## src/rtl/t03_fetch_responder.sv

```systemverilog
// Instruction-fetch responder: one 32-bit bus read per PC request, one-cycle valid pulse on completion.
// Define FETCH_LAST_HIT_EN to add a one-entry last-hit buffer that answers repeat fetches without the bus.
module t03_fetch_responder #(
    parameter int unsigned TIMEOUT_CYCLES = 16,
    parameter logic [31:0] RESET_INSTR    = 32'h0000_0013
) (
    input  logic        clock,
    input  logic        nrst,
    input  logic        i_request,
    input  logic [31:0] i_addr,
    input  logic        flush,
    input  logic        inval,
    output logic [31:0] instr_out,
    output logic        instr_valid,
    output logic        fetch_busy,
    output logic        fetch_err,
    output logic        bus_read,
    output logic [31:0] bus_addr,
    input  logic [31:0] bus_rdata,
    input  logic        bus_ack,
    output logic [1:0]  dbg_state_o
);

    localparam int unsigned   CW       = $clog2(TIMEOUT_CYCLES);
    localparam logic [CW-1:0] CNT_LAST = CW'(TIMEOUT_CYCLES - 1);

    localparam logic [1:0] S_IDLE  = 2'd0;
    localparam logic [1:0] S_WAIT  = 2'd1;
    localparam logic [1:0] S_DONE  = 2'd2;
    localparam logic [1:0] S_DRAIN = 2'd3;

    logic [1:0]    state_q, state_d;
    logic [CW-1:0] count_q, count_d;
    logic [31:0]   instr_q, instr_d;
    logic          err_q, err_d;
    logic [31:0]   addr_q, addr_d;

    logic          hit;
    logic [31:0]   hit_data;

`ifdef FETCH_LAST_HIT_EN
    logic [31:0] last_addr_q;
    logic [31:0] last_data_q;
    logic        last_ok_q;
    logic        fill;

    assign hit      = last_ok_q && (i_addr == last_addr_q);
    assign hit_data = last_data_q;
    // Only a completed, unflushed bus read is trusted as a buffer entry.
    assign fill     = (state_q == S_WAIT) && !flush && bus_ack;

    always_ff @(posedge clock or negedge nrst) begin
        if (!nrst) begin
            last_addr_q <= '0;
            last_data_q <= '0;
            last_ok_q   <= 1'b0;
        end else if (inval) begin
            last_ok_q   <= 1'b0;
        end else if (fill) begin
            last_addr_q <= addr_q;
            last_data_q <= bus_rdata;
            last_ok_q   <= 1'b1;
        end
    end
`else
    logic unused_inval;

    assign hit          = 1'b0;
    assign hit_data     = RESET_INSTR;
    assign unused_inval = inval;
`endif

    always_comb begin
        state_d = state_q;
        count_d = count_q;
        instr_d = instr_q;
        err_d   = err_q;
        addr_d  = addr_q;
        case (state_q)
            S_IDLE: begin
                if (i_request && !flush) begin
                    if (i_addr[1:0] != 2'b00) begin
                        err_d   = 1'b1;
                        instr_d = RESET_INSTR;
                        state_d = S_DONE;
                    end else if (hit) begin
                        instr_d = hit_data;
                        state_d = S_DONE;
                    end else begin
                        addr_d  = {i_addr[31:2], 2'b00};
                        count_d = '0;
                        state_d = S_WAIT;
                    end
                end
            end
            S_WAIT: begin
                // A flush beats a same-cycle ack; the bus may still answer, so drain it.
                if (flush) begin
                    count_d = '0;
                    state_d = S_DRAIN;
                end else if (bus_ack) begin
                    instr_d = bus_rdata;
                    state_d = S_DONE;
                end else if (count_q == CNT_LAST) begin
                    err_d   = 1'b1;
                    instr_d = RESET_INSTR;
                    state_d = S_DONE;
                end else begin
                    count_d = count_q + 1'b1;
                end
            end
            S_DONE: begin
                state_d = S_IDLE;
            end
            default: begin
                if (bus_ack || (count_q == CNT_LAST)) begin
                    state_d = S_IDLE;
                end else begin
                    count_d = count_q + 1'b1;
                end
            end
        endcase
    end

    always_ff @(posedge clock or negedge nrst) begin
        if (!nrst) begin
            state_q <= S_IDLE;
            count_q <= '0;
            instr_q <= RESET_INSTR;
            err_q   <= 1'b0;
            addr_q  <= '0;
        end else begin
            state_q <= state_d;
            count_q <= count_d;
            instr_q <= instr_d;
            err_q   <= err_d;
            addr_q  <= addr_d;
        end
    end

    assign instr_out   = instr_q;
    assign instr_valid = (state_q == S_DONE) && !flush;
    assign fetch_busy  = (state_q != S_IDLE);
    assign fetch_err   = err_q;
    assign bus_read    = (state_q == S_WAIT);
    assign bus_addr    = addr_q;
    assign dbg_state_o = state_q;

endmodule

```

## config.mk

```make
export PLATFORM = sky130hd
export DESIGN_NAME = t03_fetch_responder
export DESIGN_NICKNAME = d
export VERILOG_FILES = /design/src/rtl/t03_fetch_responder.sv
export SDC_FILE = /design/constraint.sdc
export NUM_CORES = 1
export LEC_CHECK = 0
export ABC_AREA = 1
export CAP_MARGIN = 20
export CORE_UTILIZATION = 38
export CTS_CLUSTER_DIAMETER = 200
export DETAILED_ROUTE_END_ITERATION = 8
export GPL_TIMING_DRIVEN = 0
export HOLD_SLACK_MARGIN = 0.12
export PLACE_DENSITY = 0.76
export SYNTH_ARGS = -nofsm -noshare
export SYNTH_HDL_FRONTEND = slang
export SYNTH_SLANG_ARGS = --single-unit
```

## constraint.sdc

```tcl
create_clock -name clock -period 1.3 [get_ports clock]
set_input_delay 0.26 -clock clock [delete_from_list [all_inputs] [get_ports clock]]
set_output_delay 0.26 -clock clock [all_outputs]
set_load 0.02 [all_outputs]
```

==> run metrics <==
LEAKAGE 2.855 nW; total grt overflow 0; fin crit share 118.6%; commonest non-fill, non-tap cells in the layout nand2_1, clkdlybuf4s50_1, dfrtp_1, nand3_1, clkbuf_2; worst hold path type flip-flop to flip-flop; hold depth 2; CP arrival around 1.3 ns; critical path cell sequence inv_4 -> nand2_2 -> nor2_1 -> buf_4; Final ANT Viol Nets 0; Avg WL per Cell 13.58 microns; CTS H-tree depth 3; Max Cap Viol 0; number of diodes 0; peak supply drop 0.9965 mV; Power Dens Cells about 1800 mW/mm^2; Final Hold Viols 0; largest net degree at the start of global routing 70; Routed WL 9.381 mm; Rel. slew slack 57.01%; Final WS setup -0.2418 ns; Remaining DRCs 0; GRT Util Overall 21.52%; Ports 140; number of global-route vias before repair around 3,200; total power just under 0.01 W; worst path required time ~1.0 ns; initial drt markers 109; nets 652; CTS tree done; R2R Path Start dbg_state_o[0]; Multi-input gate area 0.001484 sq mm; pre-CTS setup slack -0.4801 ns; clock slew at reported path FFs 0.08 ns; Crit path max-delay family flip-flops; DIE WIDTH 93.92 microns; Fin Clk Skew about 0.013 ns; TritonRoute pass-1 iters 4; Buf+Inv Stages, Crit Path 2; Clock Latency Late Sink 0.34 ns; Row Count 33; global placer's final weighted congestion about 0.82; Initial Utilization 39.27%; Seq/Total Area, Yosys 53.90%; critical path class flip-flop to primary output; most common cell after layout, fill and taps aside nand2_1; Synth Area per Inst between 7 and 8 sq um; Tightest Pin Transition roughly 0.64 ns; Max stage delay on crit path 0.47 ns; CP max FO 5; Clock Sinks 69; Root Buffer clkbuf_8; TritonCTS Buffers 9; Final setup viols 72; CP Launch Type flip-flop; initial antenna violation count 0; Slew Viols, Final 0; # fillers between 600 and 700; hold path endpoint instr_out[0]; Critical Path End Type primary output; Yosys cell types 26; R2R setup slack -0.20 ns; Via density 4.728; status finished with violations; FF/Latch Area ~0.0017 sq mm; Area Growth Syn to Fin 65.04%; Seq cells post-synth a little under 70; failing checks negative setup slack; critical path's slowest cell dfrtp_2; PortBufs 136; Reg2Reg Depth 8; final core occ 64.81%; setup repair after global routing missed its margin true; Post-Synthesis Cells 406; Clock Tree Buf Depth 2; Yosys warning total 0; Vias 3,267; CORE AREA 0.008175 sq mm; RR Endpoint instr_out[22]; f_max 648.6 MHz; Mapped Area 0.003211 sq mm; Die Area 0.008820 sq mm; first-pass GRT wire length 14.67 mm; post-DP HPWL between 5 and 6 mm; ratio of cells with drive above 1 in the final layout between 30% and 40%; Min-Delay Startpoint instr_out[0]; Die Ht 93.92 microns; Final Critical Period around 1.5 ns
## state kept, by name, summed over array words and instances (netlist names)
register and flops:
count_q 4, instr_out 32, dbg_state_o 2, bus_addr 30
fetch_err 1
## cell usage after synthesis, drive strengths merged
cell | instances | area, sq um
nand2 | 153 | 586.8
nand3 | 70 | 355.3
dfrtp | 66 | 1652
clkbuf | 7 | 26.28
nand4 | 1 | 6.260
dfstp | 3 | 78.83
ha | 1 | 12.51
xnor2 | 1 | 8.760
buf | 16 | 111.4
inv | 40 | 150.1
nor3 | 1 | 5.000
conb | 1 | 3.750
or2 | 3 | 18.77
o21ai | 3 | 15.01
a21o | 1 | 7.510
nor2 | 39 | 172.7
## worst min-delay path, cell delays in order (launching register included)
cell and delay, ns:
dfstp_2 0.37, nand2_2 0.05, nand2_1 0.04
## timing repair
action / 4_1_cts / 5_1_grt
resized for setup: 260 / 97
hold buffers: 1 / 0
pin swaps: 10 / 10
setup endpoints to repair: 135 / 170
endpoints found under the hold margin: 66 / 0
cloned: 7 / 0
buffers inserted: 16 / 3
## metal layers
layer | GRT usage [%] | wire (microns)
met4 | 7.051 | 173
met2 | 37.59 | 4679
met5 | 0 | 0
met3 | 7.201 | 797
met1 | 24.59 | 3730
## kinds of logic (layout without fill, tap and decap cells)
family	Yosys count	in the layout	share of synthesized area [%]
buffers and inverters	63	242	8.963
and+or+nand+nor	267	267	35.66
other	1	2	0.1168
DFF	69	69	53.90
xor gates and xnor gates	1	1	0.2728
adders and majority gates	1	1	0.3896
AOI/OAI and AO/OA	4	4	0.7014
## final cells by class
| type | instances | area share, % |
|---|---|---|
| Inverter | 40 | 2.975 |
| Multi-Input combinational cell | 275 | 28.00 |
| Clock inverter | 4 | 0.4250 |
| Timing Repair Buffer | 163 | 26.45 |
| Buffer | 23 | 4.038 |
| Sequential cell | 69 | 32.70 |
| Tap cell | 105 | 2.479 |
| Clock buffer | 12 | 2.928 |
## worst max-delay path by stage
stage	from	end	slack, ns	cells after the start
6_report	dbg_state_o[0]	instr_valid	-0.24	4
4_1_cts	dbg_state_o[0]	instr_valid	-0.24	4
3_3_place_gp	nrst	dbg_state_o[0]	-2.68	1
5_1_grt	dbg_state_o[0]	instr_valid	-0.29	4
2_1_floorplan	dbg_state_o[0]	instr_out[10]	-0.07	6
3_5_place_dp	flush	instr_valid	-0.48	3
## power by group
group | total (W) | switching [W] | leakage (nW) | internal (W)
logic | 0.00478 | 0.00272 | 1.86 | 0.00206
clock network | 0.00160 | 0.000811 | 0.0921 | 0.000788
registers | 0.00328 | 0.000445 | 0.901 | 0.00284
## metrics by stage
step | setup TNS [ns] | instance area, sq um | hold WS [ns] | std cells
floorplan | -1.927 | 3228 | -0.03559 | 407
global route | -13.99 | 5299 | 0.4665 | 691
finish | -8.114 | 5299 | 0.4609 | 691
detailed placement | -28.16 | 4718 | 0.4384 | 648
global placement | -192.44 | 4721 | 0.4510 | 648
CTS | -6.241 | 5364 | 0.4569 | 688
(Power assumes the default switching activity.)
